File: config.mk
export PLATFORM = sky130hd
export DESIGN_NAME = gpio_debounce
export DESIGN_NICKNAME = d
export VERILOG_FILES = /design/src/rtl/gpio_debounce.sv
export SDC_FILE = /design/constraint.sdc
export NUM_CORES = 1
export LEC_CHECK = 0
export BUFFER_PORTS_ARGS = -buffer_cell sky130_fd_sc_hd__buf_2
export CORE_MARGIN = 4
export CORE_UTILIZATION = 35
export CTS_CLUSTER_SIZE = 8
export DETAILED_ROUTE_END_ITERATION = 10
export HOLD_SLACK_MARGIN = 0.1
export MAX_ROUTING_LAYER = met4
export PLACE_DENSITY = 0.53
export SLEW_MARGIN = 20
export SYNTH_ARGS = -nofsm -noshare
export SYNTH_HDL_FRONTEND = slang
export SYNTH_SLANG_ARGS = --single-unit
File: constraint.sdc
create_clock -name clk -period 2.1 [get_ports clk]
set_input_delay 0.105 -clock clk [delete_from_list [all_inputs] [get_ports clk]]
set_output_delay 0.105 -clock clk [all_outputs]
set_load 0.02 [all_outputs]
File: src/rtl/gpio_debounce.sv
// Two-channel button debouncer for remote-board GPIO levels.
// Each channel has a 2-flop synchronizer and a four-state debounce FSM
// that needs DEBOUNCE_CYCLES consecutive stable samples before it
// accepts a level change. Any bounce during a wait restarts the count.
// Outputs are the debounced levels, one-cycle press/release pulses and
// a registered AND of both levels.
module gpio_debounce #(
    parameter int unsigned DEBOUNCE_CYCLES = 4,
    parameter int unsigned CNT_W           = $clog2(DEBOUNCE_CYCLES) + 1
) (
    input  logic clk,
    input  logic rst,
    input  logic gpio_l,
    input  logic gpio_r,
    output logic btn_l,
    output logic btn_r,
    output logic press_l,
    output logic press_r,
    output logic release_l,
    output logic release_r,
    output logic btn_both
);

    typedef enum logic [1:0] {
        IDLE         = 2'd0,
        PRESS_WAIT   = 2'd1,
        PRESSED      = 2'd2,
        RELEASE_WAIT = 2'd3
    } state_e;

    // Terminal count: reached after DEBOUNCE_CYCLES stable samples in a WAIT state.
    localparam logic [CNT_W-1:0] CNT_LAST = CNT_W'(DEBOUNCE_CYCLES - 1);

    logic [1:0] gpio_in;
    logic [1:0] btn;
    logic [1:0] press;
    logic [1:0] rel;

    assign gpio_in = {gpio_r, gpio_l};

    for (genvar g = 0; g < 2; g++) begin : g_ch
        logic   sync1_q, sync1_d;
        logic   sync2_q, sync2_d;
        state_e state_q, state_d;
        logic [CNT_W-1:0] cnt_q, cnt_d;
        logic   btn_q, btn_d;
        logic   press_q, press_d;
        logic   rel_q, rel_d;

        // Synchronizer shift, debounce next-state/counter and output pulse decode.
        always_comb begin
            // NOTE: every variable gets a default first so no path leaves it unassigned (no latch).
            sync1_d = gpio_in[g];
            sync2_d = sync1_q;
            state_d = state_q;
            cnt_d   = cnt_q;

            case (state_q)
                IDLE: begin
                    if (sync2_q) begin
                        state_d = PRESS_WAIT;
                        cnt_d   = '0;
                    end
                end
                PRESS_WAIT: begin
                    if (!sync2_q) begin
                        state_d = IDLE;
                        cnt_d   = '0;
                    end else if (cnt_q == CNT_LAST) begin
                        state_d = PRESSED;
                        cnt_d   = '0;
                    end else begin
                        cnt_d = cnt_q + 1'b1;
                    end
                end
                PRESSED: begin
                    if (!sync2_q) begin
                        state_d = RELEASE_WAIT;
                        cnt_d   = '0;
                    end
                end
                RELEASE_WAIT: begin
                    if (sync2_q) begin
                        state_d = PRESSED;
                        cnt_d   = '0;
                    end else if (cnt_q == CNT_LAST) begin
                        state_d = IDLE;
                        cnt_d   = '0;
                    end else begin
                        cnt_d = cnt_q + 1'b1;
                    end
                end
                default: begin
                    state_d = IDLE;
                    cnt_d   = '0;
                end
            endcase

            // Debounced level follows the state being entered, so the pulses
            // line up with the first cycle the new level is visible.
            btn_d   = (state_d == PRESSED) || (state_d == RELEASE_WAIT);
            press_d = btn_d && !btn_q;
            rel_d   = !btn_d && btn_q;
        end

        // Channel state register with synchronous reset; reset also clears the
        // synchronizer so a held input is debounced as a fresh press.
        always_ff @(posedge clk) begin
            // NOTE: sequential state uses non-blocking assignments so all flops update together.
            if (rst) begin
                sync1_q <= 1'b0;
                sync2_q <= 1'b0;
                state_q <= IDLE;
                cnt_q   <= '0;
                btn_q   <= 1'b0;
                press_q <= 1'b0;
                rel_q   <= 1'b0;
            end else begin
                sync1_q <= sync1_d;
                sync2_q <= sync2_d;
                state_q <= state_d;
                cnt_q   <= cnt_d;
                btn_q   <= btn_d;
                press_q <= press_d;
                rel_q   <= rel_d;
            end
        end

        assign btn[g]   = btn_q;
        assign press[g] = press_q;
        assign rel[g]   = rel_q;
    end

    logic btn_both_q, btn_both_d;

    // Both-buttons level lags the individual levels by one register.
    always_comb begin
        btn_both_d = btn[0] & btn[1];
    end

    // Both-buttons register.
    always_ff @(posedge clk) begin
        if (rst) begin
            btn_both_q <= 1'b0;
        end else begin
            btn_both_q <= btn_both_d;
        end
    end

    assign btn_l     = btn[0];
    assign btn_r     = btn[1];
    assign press_l   = press[0];
    assign press_r   = press[1];
    assign release_l = rel[0];
    assign release_r = rel[1];
    assign btn_both  = btn_both_q;

endmodule

==> flow_summary.yaml <==
clock_network:
  clk_pin_slew_worst_paths_ps: 100
  cts_buffers: 3
  clkLatencyLatePin_ps: 290
  root_buffer: "clkbuf_4"
  tritoncts: "yes"
  clk_path_buf_depth: 2
  ctsHtreeMaxLevel: 1
  cts.sinks: 20
  post_cts_buffers: 0
floorplanning:
  die_h_um: 53.10
  fp.coreArea_um2: 1942
  initial_core_util: 0.3666
  die-area_um2: 2820
  die_w_um: 53.10
  rows: 16
  io_pins: 11
sta:
  rsz0062_at_grt: "false"
  finalMaxSlewViolations: 0
  tns_ps: 0
  hold_violations: 0
  slew_headroom: 0.7915
  fmax_ghz: 0.8038
  fin_worst_skew_ps: 1.749
  fin_crit_sh: 0.5924
  setup_violations: 0
  worst_slew_pin_slew_ps: 304.0
  min_period_ps: 1244
critical_path:
  crit_fanout: 4
  cp.arrival_ps: 1480
  cp-end-kind: "flip-flop"
  cp.required_ps: 2340
  critPathSlowestCell: "dfxtp_1"
  path_class: "reg2reg"
  crit_path_start_kind: "flip-flop"
  cp_cell_sequence: "ha_1, nand3b_1, mux2i_1, and3b_1"
  max_stage_delay_ps: 330
global_route:
  grt_use_met3: 0.02535
  grt_remaining_overflow: 0
  top_usage_layer: "met1"
  met2_usage: 0.1219
  use_met1: 0.1220
  grt_pass1_vias: 426
  grt_pass1_wl_um: 1787
  antenna_found_initial: 0
  grt_max_degree: 19
  grt_usage: 0.09300
routing:
  drc_errors: 0
  vias: 488
  wl_per_cell_um: 10.30
  drtIter0Drc: 8
  drt-pass1-iter-count: 4
  drt-total-wl_um: 1092
  viasPerCell: 4.604
  antenna_left: 0
synthesis:
  synth_cell_types: 25
  synth.avg_cell_area_um2: 10.95
  synthTopCellsByArea: "dfxtp_1 56%, nand3b_1 6.3%, ha_1 3.5%"
  syn_nets: 71
  ys_ff_latch: 20
  ys_warn_count: 0
  synthCells: 65
  yosysSeqAreaShare: 0.5624
  syn_area_um2: 711.9
  yosys.area.top_type_share: 0.5624
  synth_largest_area_cell: "dfxtp_1"
power:
  leakage_nw: 0.3772
  powerDensity_nw_per_um2: 696.5
  ir_drop_mv: 0.3369
finish:
  drive_gt1_frac: 0.2025
  nNetsFinal: 87
  utilization: 0.4298
  antennaDiodeCount: 0
  area_growth_pct: 17.22
  final_common_cell: "dfxtp_1"
  final_cell_mix: "20 x dfxtp_1, 10 x buf_2, 6 x nand3b_1, 4 x nor2b_1, 4 x nor2_1"
hold_path:
  worstHoldPathType: "in2reg"
place:
  routabilityCongestion: 0.7194
  io_buffers: 10
  dp_hpwl_um: 780.1
job:
  maxCapViolations: 0
status:
  outcome: "completed"
## logic make-up after synthesis
| logic type | share of synthesized area |
|---|---|
| mux | 0.02812 |
| buf+inv | 0.01582 |
| fa+ha+maj | 0.03514 |
| flops | 0.5624 |
| compound gates | 0.05800 |
| simple gates | 0.2636 |
| xor+xnor | 0.03691 |
## through the flow
step	setup slack, ps	area (um2)	cells	power (mW)	hold slack, ps
final	855.9	834.6	106	0.5812	171.4
after global placement	904.1	792.0	101	0.4152	315.1
after floorplan	847.5	711.9	65	0.4077	176.6
after CTS	863.4	834.6	106	0.5871	168.7
after global routing	785.4	834.6	106	0.6025	180.0
after detailed placement	894.1	792.0	101	0.4152	323.4
## state kept, by name, summed over array words and instances, names as in the netlist
register      cells
btn_both          1
btn_l             1
g_ch.cnt_q        6
g_ch.state_q      4
g_ch.sync1_q      2
g_ch.sync2_q      2
press_l           1
press_r           1
release_l         1
release_r         1
## final cells by class
| cell class | count | area (um2) |
|---|---|---|
| repair buffers | 12 | 70.07 |
| multi-input cells | 42 | 300.3 |
| well taps | 27 | 33.78 |
| fillers | 205 | 1107 |
| flip-flops and latches | 20 | 400.4 |
| inverters | 2 | 7.507 |
| clock buffers | 3 | 22.52 |
## cells in the mapped netlist (all sizes together)
master	instances
nand3	2
mux2i	2
nor2	4
nor3	1
ha	2
nor4b	2
nand2b	2
xnor2	1
a21oi	3
and3	3
inv	2
o211a	1
xor2	2
or2	1
nand3b	6
and3b	1
nand2	1
nor2b	4
or4b	1
o31ai	1
o32ai	1
dfxtp	20
nor3b	1
clkbuf	1
## repair_timing
item,4_1_cts,5_1_grt
resized for setup,0,0
hold buffers,2,0
hold endpoints to repair,2,0
## path summary, 6_finish.rpt
| kind | start | endpoint | slack (ps) | cells past startpoint |
|---|---|---|---|---|
| setup / recovery | g_ch[0].cnt_q[0]$_SDFFE_PP0P_ | release_l$_SDFF_PP0_ | 860 | 4 |
| hold / removal | rst | g_ch[1].state_q[1]$_SDFF_PP0_ | 170 | 2 |
| setup reg to reg | g_ch[0].cnt_q[0]$_SDFFE_PP0P_ | release_l$_SDFF_PP0_ | 860 | 4 |
| hold reg to reg | g_ch[1].sync1_q$_SDFF_PP0_ | g_ch[1].sync2_q$_SDFF_PP0_ | 450 | 1 |
## where the power goes
part	total [mW]	leakage, nW	internal [mW]	switching (mW)
Sequential	0.388	0.162	0.384	0.00357
Combinational	0.0214	0.201	0.0106	0.0109
Clock	0.172	0.0138	0.0666	0.106
## metal layers
layer  share of wire  up-vias
met5               0        -
met4           0.014        0
met3           0.054        2
met2            0.40        8
met1            0.53      221
li1                -      257
## critical path: cells and delay by family (launching register included)
kind,cells,cell delay [ps]
mux,1,330
simple gates,2,320
fa+ha+maj,1,210
flops,1,330
(Power assumes the default switching activity.)
